File: config.mk
export PLATFORM = sky130hd
export DESIGN_NAME = dir_cmd_queue_flat
export DESIGN_NICKNAME = d
export VERILOG_FILES = /design/src/rtl/dir_cmd_if.sv /design/src/rtl/dir_cmd_queue.sv /design/src/flat_wrapper.sv
export SDC_FILE = /design/constraint.sdc
export NUM_CORES = 1
export LEC_CHECK = 0
export CAP_MARGIN = 20
export CORE_ASPECT_RATIO = 1.1
export CORE_MARGIN = 2
export CORE_UTILIZATION = 51
export DETAILED_ROUTE_END_ITERATION = 8
export GPL_TIMING_DRIVEN = 0
export PLACE_DENSITY = 0.76
export RECOVER_POWER = 50
export SLEW_MARGIN = 20
export SYNTH_ARGS = -nofsm -noshare
export SYNTH_HDL_FRONTEND = slang
export SYNTH_SLANG_ARGS = --single-unit
File: constraint.sdc
create_clock -name clk -period 3.1 [get_ports clk]
set_clock_uncertainty 0.15 [all_clocks]
set_input_delay 0.31 -clock clk [delete_from_list [all_inputs] [get_ports clk]]
set_output_delay 0.31 -clock clk [all_outputs]
set_load 0.05 [all_outputs]
File: src/rtl/dir_cmd_if.sv
// dir_cmd_if: input levels/strobes and registered outputs of the direction command queue
interface dir_cmd_if #(parameter int DEPTH = 4);
    logic                     clear;
    logic                     btn_up, btn_down, btn_left, btn_right;
    logic                     key_valid, key_make;
    logic [8:0]               last_change;
    logic                     onl_up, onl_down, onl_left, onl_right;
    logic                     move_tick;
    logic [1:0]               dir_out;
    logic                     turn_pulse;
    logic [$clog2(DEPTH):0]   count;
    logic                     overflow;

    modport master (
        output clear, btn_up, btn_down, btn_left, btn_right,
        output key_valid, key_make, last_change,
        output onl_up, onl_down, onl_left, onl_right, move_tick,
        input  dir_out, turn_pulse, count, overflow
    );

    modport slave (
        input  clear, btn_up, btn_down, btn_left, btn_right,
        input  key_valid, key_make, last_change,
        input  onl_up, onl_down, onl_left, onl_right, move_tick,
        output dir_out, turn_pulse, count, overflow
    );
endinterface

File: src/rtl/dir_cmd_queue.sv
// dir_cmd_queue: merges button/key/online turns, filters null/reversals, releases one per move_tick
module dir_cmd_queue #(parameter int DEPTH = 4) (
    input logic      clk,
    input logic      rst,
    dir_cmd_if.slave bus
);
    localparam int AW = $clog2(DEPTH);
    localparam int CW = AW + 1;

    logic [3:0]    btn_q, onl_q, btn_now, onl_now, btn_rise, onl_rise, key_hot, req;
    logic [1:0]    mem_q [DEPTH];
    logic [AW-1:0] rd_q, rd_d, wr_q, wr_d;
    logic [CW-1:0] count_q, count_d;
    logic [1:0]    dir_q, dir_d, cand, ref_dir, head;
    logic          turn_q, turn_d, ovf_q, ovf_d;
    logic          flush, cand_v, accept, empty, full, pop, bypass, push;

    // Direction vectors are indexed by encoding: bit0 up, bit1 down, bit2 left, bit3 right
    always_comb begin
        flush    = rst | bus.clear;
        btn_now  = {bus.btn_right, bus.btn_left, bus.btn_down, bus.btn_up};
        onl_now  = {bus.onl_right, bus.onl_left, bus.onl_down, bus.onl_up};
        btn_rise = btn_now & ~btn_q;
        onl_rise = onl_now & ~onl_q;
        key_hot  = (bus.key_valid && bus.key_make) ?
                   {bus.last_change == 9'h074, bus.last_change == 9'h06B,
                    bus.last_change == 9'h072, bus.last_change == 9'h075} : 4'b0000;
        req      = (|btn_rise) ? btn_rise : (|key_hot) ? key_hot : onl_rise;
        cand_v   = |req;
        cand     = req[0] ? 2'd0 : req[1] ? 2'd1 : req[2] ? 2'd2 : 2'd3;
        empty    = count_q == '0;
        full     = count_q == CW'(DEPTH);
        head     = mem_q[rd_q];
        ref_dir  = empty ? dir_q : mem_q[wr_q - AW'(1)];
        accept   = cand_v && cand != ref_dir && cand != (ref_dir ^ 2'b01);
        pop      = !flush && bus.move_tick && !empty;
        bypass   = !flush && bus.move_tick && empty && accept;
        push     = !flush && accept && !bypass && (!full || pop);
        rd_d     = pop ? rd_q + AW'(1) : rd_q;
        wr_d     = push ? wr_q + AW'(1) : wr_q;
        count_d  = count_q + CW'(push) - CW'(pop);
        dir_d    = pop ? head : bypass ? cand : dir_q;
        turn_d   = (pop && head != dir_q) || bypass;
        ovf_d    = ovf_q || (accept && full && !pop);
    end

    // Previous-sample registers keep running through clear so held levels do not retrigger
    always_ff @(posedge clk) begin
        if (rst) begin
            btn_q <= '0;
            onl_q <= '0;
        end else begin
            btn_q <= btn_now;
            onl_q <= onl_now;
        end
    end

    // FIFO storage; only written by an accepted, non-bypassed push
    always_ff @(posedge clk) begin
        if (push) mem_q[wr_q] <= cand;
    end

    // Pointers, occupancy and registered outputs
    always_ff @(posedge clk) begin
        if (flush) begin
            rd_q    <= '0;
            wr_q    <= '0;
            count_q <= '0;
            dir_q   <= 2'd3;
            turn_q  <= 1'b0;
            ovf_q   <= 1'b0;
        end else begin
            rd_q    <= rd_d;
            wr_q    <= wr_d;
            count_q <= count_d;
            dir_q   <= dir_d;
            turn_q  <= turn_d;
            ovf_q   <= ovf_d;
        end
    end

    assign bus.dir_out    = dir_q;
    assign bus.turn_pulse = turn_q;
    assign bus.count      = count_q;
    assign bus.overflow   = ovf_q;
endmodule

File: src/flat_wrapper.sv
// flat-port wrapper written by rule: the top's interface ports become plain ports
module dir_cmd_queue_flat 
#(parameter int DEPTH = 4)
  (clk, rst, bus_clear, bus_btn_up, bus_btn_down, bus_btn_left, bus_btn_right, bus_key_valid, bus_key_make, bus_last_change, bus_onl_up, bus_onl_down, bus_onl_left, bus_onl_right, bus_move_tick, bus_dir_out, bus_turn_pulse, bus_count, bus_overflow);
  dir_cmd_if #(.DEPTH(DEPTH)) bus_i ();
  input logic clk;
  input logic rst;
  input wire logic [$bits(bus_i.clear)-1:0] bus_clear;
  input wire logic [$bits(bus_i.btn_up)-1:0] bus_btn_up;
  input wire logic [$bits(bus_i.btn_down)-1:0] bus_btn_down;
  input wire logic [$bits(bus_i.btn_left)-1:0] bus_btn_left;
  input wire logic [$bits(bus_i.btn_right)-1:0] bus_btn_right;
  input wire logic [$bits(bus_i.key_valid)-1:0] bus_key_valid;
  input wire logic [$bits(bus_i.key_make)-1:0] bus_key_make;
  input wire logic [$bits(bus_i.last_change)-1:0] bus_last_change;
  input wire logic [$bits(bus_i.onl_up)-1:0] bus_onl_up;
  input wire logic [$bits(bus_i.onl_down)-1:0] bus_onl_down;
  input wire logic [$bits(bus_i.onl_left)-1:0] bus_onl_left;
  input wire logic [$bits(bus_i.onl_right)-1:0] bus_onl_right;
  input wire logic [$bits(bus_i.move_tick)-1:0] bus_move_tick;
  output wire logic [$bits(bus_i.dir_out)-1:0] bus_dir_out;
  output wire logic [$bits(bus_i.turn_pulse)-1:0] bus_turn_pulse;
  output wire logic [$bits(bus_i.count)-1:0] bus_count;
  output wire logic [$bits(bus_i.overflow)-1:0] bus_overflow;
  assign bus_i.clear = bus_clear;
  assign bus_i.btn_up = bus_btn_up;
  assign bus_i.btn_down = bus_btn_down;
  assign bus_i.btn_left = bus_btn_left;
  assign bus_i.btn_right = bus_btn_right;
  assign bus_i.key_valid = bus_key_valid;
  assign bus_i.key_make = bus_key_make;
  assign bus_i.last_change = bus_last_change;
  assign bus_i.onl_up = bus_onl_up;
  assign bus_i.onl_down = bus_onl_down;
  assign bus_i.onl_left = bus_onl_left;
  assign bus_i.onl_right = bus_onl_right;
  assign bus_i.move_tick = bus_move_tick;
  assign bus_dir_out = bus_i.dir_out;
  assign bus_turn_pulse = bus_i.turn_pulse;
  assign bus_count = bus_i.count;
  assign bus_overflow = bus_i.overflow;
  dir_cmd_queue #(.DEPTH(DEPTH)) u_core (.clk(clk), .rst(rst), .bus(bus_i));
endmodule
==> results.md, run 1 <==
- Outcome: completed
- Final period util: 0.983
- DRC: 0
- Hold_ws: 0.308 ns
- Syn_nets: 186
- Critical-path cell list: clkdlybuf4s50_1, and4bb_2, a211oi_2, nor3_2, a31oi_4, or2_4, o211a_1, buf_6, ha_1, inv_1, fa_1, xor2_1, xnor2_1, nor2_1
- PortBufs: 29
- Fin util: 0.708
- Die Y-Extent: 61.9 um
- Largest family of logic cells by synthesized area: simple AND/OR/NAND/NOR gates
- Root Buffer: clkbuf_4
- Mux contribution to synthesized area: 0.0629
- Gate Count Post-Synth: 156
- F_max: 328 MHz
- Nets: 230
- Final hold vios: 0
- CTS Buf Count: 5
- Synth area leader: dfxtp_1
- Simple-gate share of the synthesized area: 0.257
- Crit-path leading delay family: simple AND/OR/NAND/NOR gates
- Share of the synthesized area in the top cell type: 0.271
- Post-route cell area: 2100 um^2
- Sequential area share after synthesis: 0.425
- Hold_buf cts: 0
- Share of synthesized flip-flops with an asynchronous set or reset: 0
- Pre-antenna DRT Iters: 4
- Worst hold path class: flop to flop
- Pwr per Cell Area: 408 nW/um^2
- Full die area: 3500 um^2
- H-Tree Depth: 2
- CTS clk-pin slew, worst paths: 0.09 ns
- Number of global-route vias before repair: 1236
- Slew @ Worst Pin: 0.502 ns
- Die Wd: 56.6 um
- Yosys warns: 0
- Final GP Congestion: 0.784
- Total track usage: 0.193
- Post-Synth Adder-Cell Area: 0.0612
- CP endpoint kind: flop
- CTS max path bufs: 2
- Clk sink count: 29
- Startpoint types: primary input
- Initial Utilization: 0.523
- Crit path max-delay cell type: clkdlybuf4s50_1
- Pin count of the biggest net entering global routing: 11
- Final ANT Viol Nets: 0
- Layout Cells excl Fill: 235
- Initial antenna violation count: 0
- CP bufs+invs: 3
- Compound-gate portion of the synthesized area: 0.120
- Yosys reg bits: 29
- CTS tree: yes
- Detailed Place HPWL: 2410 um
- LEAKAGE: 0.835 nW
- Post-synthesis average cell area: 9.95 um^2
- IO Count: 30
- First-pass GRT wire length: 5000 um
- Via-to-Cell Ratio: 5.60
- Worst EP arrival: 3.11 ns
- Max-slew violations: 0
- Syn-to-layout area delta: 35.4%
- Max-cap violation count: 0
- Antenna Cells: 0
- # rows: 21
- Worst setup path class: primary input to flop
- CP peak stage delay: 0.46 ns
- Grt ovf: 0
- R2R setup slack: 0.14 ns
- Most used DFF post-synth: dfxtp_1
- Power, Total: 858 uW
- Post-DP Area: 1890 um^2
- XOR/XNOR Fraction of Synth Area: 0.0395
- Total Wirelength: 3350 um
- Peak VDD IR: 0.000344 V
- Synthesized area: 1550 um^2
- CP required: 3.16 ns
- Final min period: 3.05 ns
- DR WL/cell: 14.2 um
- Worst reg2reg path depth: 13
- Number of flops mapped to enable cells by yosys: 8
- Core area: 2970 um^2
- Final setup fails: 0
- Netlist cell types: 47
- Terminus of the critical flop-to-flop path: u_core.bus.count[2]$_SDFF_PP0_
- Worst R2R Start: u_core.wr_q[0]$_SDFFE_PP0N_
- DR vias: 1316
- Dominant cells by area after synthesis: dfxtp_1 (27%), edfxtp_1 (15%), nor2b_1 (7.3%), ha_1 (4.8%), mux4_2 (4.4%)
- Rel. slew slack: 0.664
- Proportion of layout cells with a drive suffix above 1: 0.169
- Crit path launch: bus_last_change[4]
- Placed insts: 219
- Crit Path Max Fanout: 7
- Setup crit end: u_core.bus.count[2]$_SDFF_PP0_
- Critical path depth: 14
- Clk_lat worst skew: 0.33 ns
- Initial DRC count: 37
[state kept, by name, summed over array words and instances (netlist names), named ones only]
| register | cells |
|---|---|
| u_core.btn_q | 4 |
| u_core.bus.count | 3 |
| u_core.bus.dir_out | 2 |
| u_core.bus.overflow | 1 |
| u_core.bus.turn_pulse | 1 |
| u_core.mem_q | 8 |
| u_core.onl_q | 4 |
| u_core.rd_q | 2 |
| u_core.wr_q | 2 |
[kinds of logic (layout without fill, tap and decap cells)]
group / after synthesis / after routing
xor gates and xnor gates: 7 / 7
adders and majority gates: 7 / 7
buffers and inverters: 12 / 57
muxes: 6 / 6
and+or+nand+nor: 67 / 67
DFF: 29 / 29
AOI/OAI and AO/OA: 28 / 28
[what timing repair did]
item,CTS,global route
pin swaps,0,4
resized for setup,2,18
endpoints found under the hold margin,0,0
setup endpoints to repair,1,1
setup buffers,0,8
[stage by stage]
stage | setup WS (ns) | TNS [ns]
after floorplan | 0.241 | 0
after global placement | -0.297 | -0.390
after detailed placement | -0.378 | -0.527
after CTS | 0.0176 | 0
after global routing | -0.0829 | -0.0829
final | 0.0529 | 0
[layout by cell type (no fill, tap or decap), types with 3 or more instances in the layout]
master / n
clkbuf_4: 5
o21ai_0: 4
edfxtp_1: 8
dlygate4sd3_1: 5
nand2b_1: 3
buf_4: 8
xor2_1: 5
mux4_2: 3
nand3_1: 3
nor2b_1: 18
and2_1: 5
nand2_1: 9
ha_1: 5
dlymetal6s2s_1: 4
a21oi_1: 6
dfxtp_1: 19
clkdlybuf4s50_1: 20
inv_1: 10
nor2_1: 12
[cells in the mapped netlist (2+ instances only)]
library cell	instances
nand3_1	3
a31oi_1	2
xor2_1	5
nor3_2	2
nand2b_1	3
dfxtp_1	21
nand2_1	9
ha_1	6
and2_1	5
nand4_1	2
o2111ai_1	2
mux2i_1	3
mux4_2	3
inv_1	10
a21oi_1	6
nor2b_1	18
o21ai_0	5
a211oi_1	2
nor2_1	13
xnor2_1	2
edfxtp_1	8
[metal layers]
layer | part of all wire | vias to the layer above | global-route usage
li1 | - | 644 | -
met2 | 0.53 | 40 | 0.387
met1 | 0.41 | 626 | 0.173
met3 | 0.051 | 6 | 0.0683
met5 | 0 | - | 0
met4 | 0.016 | 0 | 0.102
[tightest hold or removal path, cell delays in order (launching register included)]
cell	delay, ns
dfxtp_1	0.32
inv_1	0.05
a21oi_1	0.05
[where the power goes]
group / internal (mW) / switching [mW] / total [mW]
combinational: 0.0768 / 0.0741 / 0.151
sequential: 0.401 / 0.00720 / 0.408
clock: 0.168 / 0.131 / 0.299
total: 0.646 / 0.212 / 0.858
[area by class of cell]
type,instances,area [um^2]
multi-input cells,115,906
fillers,232,867
flip-flops and latches,29,666
repair buffers,37,360
well taps,34,42.5
clock buffers,6,41.3
inverters,10,37.5
clock inverters,2,33.8
plain buffers,2,15.0
[worst min-delay path by stage]
| stage | endpoint | cells after the start | slack (ns) | start |
|---|---|---|---|---|
| 6_report | u_core.bus.overflow$_SDFF_PP0_ | 2 | 0.31 | u_core.bus.overflow$_SDFF_PP0_ |
| 5_1_grt | u_core.bus.overflow$_SDFF_PP0_ | 2 | 0.33 | u_core.bus.overflow$_SDFF_PP0_ |
| 2_1_floorplan | u_core.btn_q[0]$_SDFF_PP0_ | 1 | 0.23 | rst |
| 4_1_cts | u_core.bus.overflow$_SDFF_PP0_ | 2 | 0.31 | u_core.bus.overflow$_SDFF_PP0_ |
| 3_5_place_dp | u_core.bus.overflow$_SDFF_PP0_ | 2 | 0.30 | u_core.bus.overflow$_SDFF_PP0_ |
| 3_3_place_gp | u_core.bus.overflow$_SDFF_PP0_ | 2 | 0.29 | u_core.bus.overflow$_SDFF_PP0_ |
(Power assumes the default switching activity.)
==> run 2: changes to the inputs <==
CORE_ASPECT_RATIO = 1.2   (was 1.1)
PLACE_DENSITY = unset   (was 0.76)
PLACE_DENSITY_LB_ADDON = 0.25   (was unset)
REMOVE_ABC_BUFFERS = 1   (was unset)
==> results.md, run 2 (synthesis results as in run 1) <==
- Pwr per Cell Area: 392 nW/um^2 (was 408 nW/um^2)
- Slew @ Worst Pin: 0.616 ns (was 0.502 ns)
- CTS tree: yes (unchanged)
- CTS clk-pin slew, worst paths: 0.09 ns (about the same)
- F_max: 337 MHz (was 328 MHz)
- Die Wd: 54.4 um (was 56.6 um)
- PortBufs: 29 (unchanged)
- CP required: 3.17 ns (was 3.16 ns)
- Initial DRC count: 22 (was 37)
- Power, Total: 779 uW (was 858 uW)
- Hold_ws: 0.326 ns (was 0.308 ns)
- Nets: 222 (was 230)
- Pre-antenna DRT Iters: 4 (unchanged)
- Final period util: 0.956 (was 0.983)
- Grt ovf: 0 (unchanged)
- # rows: 21 (unchanged)
- Detailed Place HPWL: 2390 um (was 2410 um)
- Worst setup margin: 0.136 ns (was 0.0529 ns)
- Routed met2 length: 1630 um (was 1770 um)
- Via-to-Cell Ratio: 5.63 (was 5.60)
- Total track usage: 0.192 (was 0.193)
- DR vias: 1278 (was 1316)
- Number of global-route vias before repair: 1217 (was 1236)
- Final ANT Viol Nets: 0 (unchanged)
- LEAKAGE: 0.758 nW (was 0.835 nW)
- CTS max path bufs: 2 (unchanged)
- Initial antenna violation count: 0 (unchanged)
- First-pass GRT wire length: 4980 um (was 5000 um)
- DRT met1 WL: 1320 um (was 1360 um)
- Register area: 662 um^2 (was 666 um^2)
- Worst hold path class: flop to flop (unchanged)
- Largest register FFs: 8 (unchanged)
- CTS Buf Count: 5 (unchanged)
- Commonest cells after routing, fill and taps aside: clkdlybuf4s50_1 (21), dfxtp_1 (20), nor2b_1 (18) (was clkdlybuf4s50_1 (20), dfxtp_1 (19), nor2b_1 (18))
- Placed insts: 217 (was 219)
- Total Wirelength: 3130 um (was 3350 um)
- DRC: 0 (unchanged)
- Crit Path Max Fanout: 5 (was 7)
- Rel. slew slack: 0.587 (was 0.664)
- Worst EP arrival: 3.03 ns (was 3.11 ns)
- Max-cap violation count: 0 (unchanged)
- Final GP Congestion: 0.792 (was 0.784)
- Fillers: 220 (was 232)
- DR WL/cell: 13.8 um (was 14.2 um)
- Proportion of layout cells with a drive suffix above 1: 0.135 (was 0.169)
- CP endpoint kind: flop (unchanged)
- Syn-to-layout area delta: 28.0% (was 35.4%)
- Full die area: 3500 um^2 (about the same)
- Final setup fails: 0 (unchanged)
- Clk sink count: 29 (unchanged)
- Top reg by flops: u_core.mem_q (unchanged)
- Pre-CTS WS: -0.442 ns (was -0.378 ns)
- Met3 WL: 122 um (was 170 um)
- Final min period: 2.96 ns (was 3.05 ns)
- Hold_buf cts: 0 (unchanged)
- Layout Cells excl Fill: 227 (was 235)
- Outcome: completed (unchanged)
- Commonest non-fill, non-tap cell in the layout: clkdlybuf4s50_1 (unchanged)
- Top layer in use: met4 (unchanged)
- Pin count of the biggest net entering global routing: 11 (unchanged)
- Clk_lat worst skew: 0.33 ns (about the same)
- Worst setup path class: primary input to flop (unchanged)
- Startpoint types: primary input (unchanged)
- Setup TNS: 0 ns (unchanged)
- Initial Utilization: 0.547 (was 0.523)
- Biggest regs: u_core.mem_q x8, u_core.btn_q x4, u_core.onl_q x4 (unchanged)
- Max-slew violations: 0 (unchanged)
- Peak VDD IR: 0.000331 V (was 0.000344 V)
- Final hold vios: 0 (unchanged)
- H-Tree Depth: 2 (unchanged)
- Root Buffer: clkbuf_4 (unchanged)
- Die Y-Extent: 64.4 um (was 61.9 um)
- Area of the multi-input gates: 875 um^2 (was 906 um^2)
- Core area: 2840 um^2 (was 2970 um^2)
- IO Count: 30 (unchanged)
- Antenna Cells: 0 (unchanged)
run 2: power by group:
part	total [mW]	switching (mW)	internal [mW]
logic	0.135	0.0682	0.0667
clock network	0.236	0.129	0.107
registers	0.409	0.00714	0.402
total	0.779	0.204	0.575
run 2: through the flow:
stage / cell area [um^2] / utilization
6_report: 1990 / 0.700
5_1_grt: 1990 / 0.700
4_1_cts: 1950 / 0.687
3_5_place_dp: 1870 / 0.659
3_3_place_gp: 1870 / 0.659
2_1_floorplan: 1540 / -
run 2: area by class of cell:
cell class                      count  share of cell area
Inverter                           10              0.0189
Timing Repair Buffer               31               0.156
Clock buffer                        6              0.0258
Sequential cell                    29               0.333
Multi-Input combinational cell    115               0.440
Clock inverter                      2             0.00441
Tap cell                           34              0.0214
run 2: worst max-delay path, cell delays in order:
cell and delay [ns]:
clkdlybuf4s50_1 0.51, and4bb_2 0.29, a211oi_2 0.24, nor3_2 0.09, a31oi_2 0.27, or2_4 0.20, o211a_2 0.20, ha_1 0.14
inv_1 0.05, fa_1 0.37, xor2_1 0.18, xnor2_1 0.14, nor2_1 0.05
run 2: what timing repair did:
item                                    4_1_cts  5_1_grt
buffers inserted                              1        1
pin swaps                                     1        1
gates resized for setup                       4        9
endpoints found under the setup margin        1        1
run 2: worst paths after layout:
check / from / end / slack, ns / cells past startpoint
setup / recovery: bus_last_change[2] / u_core.bus.count[2]$_SDFF_PP0_ / 0.14 / 13
hold / removal: u_core.bus.overflow$_SDFF_PP0_ / u_core.bus.overflow$_SDFF_PP0_ / 0.33 / 2
setup reg to reg: u_core.wr_q[0]$_SDFFE_PP0N_ / u_core.bus.count[2]$_SDFF_PP0_ / 0.16 / 12
hold reg to reg: u_core.bus.overflow$_SDFF_PP0_ / u_core.bus.overflow$_SDFF_PP0_ / 0.33 / 2
run 2: per-layer routing:
layer,global-route usage,vias to the layer above
met4,0.0906,0
met1,0.218,609
met2,0.330,30
li1,-,632
met5,0,-
met3,0.0415,7
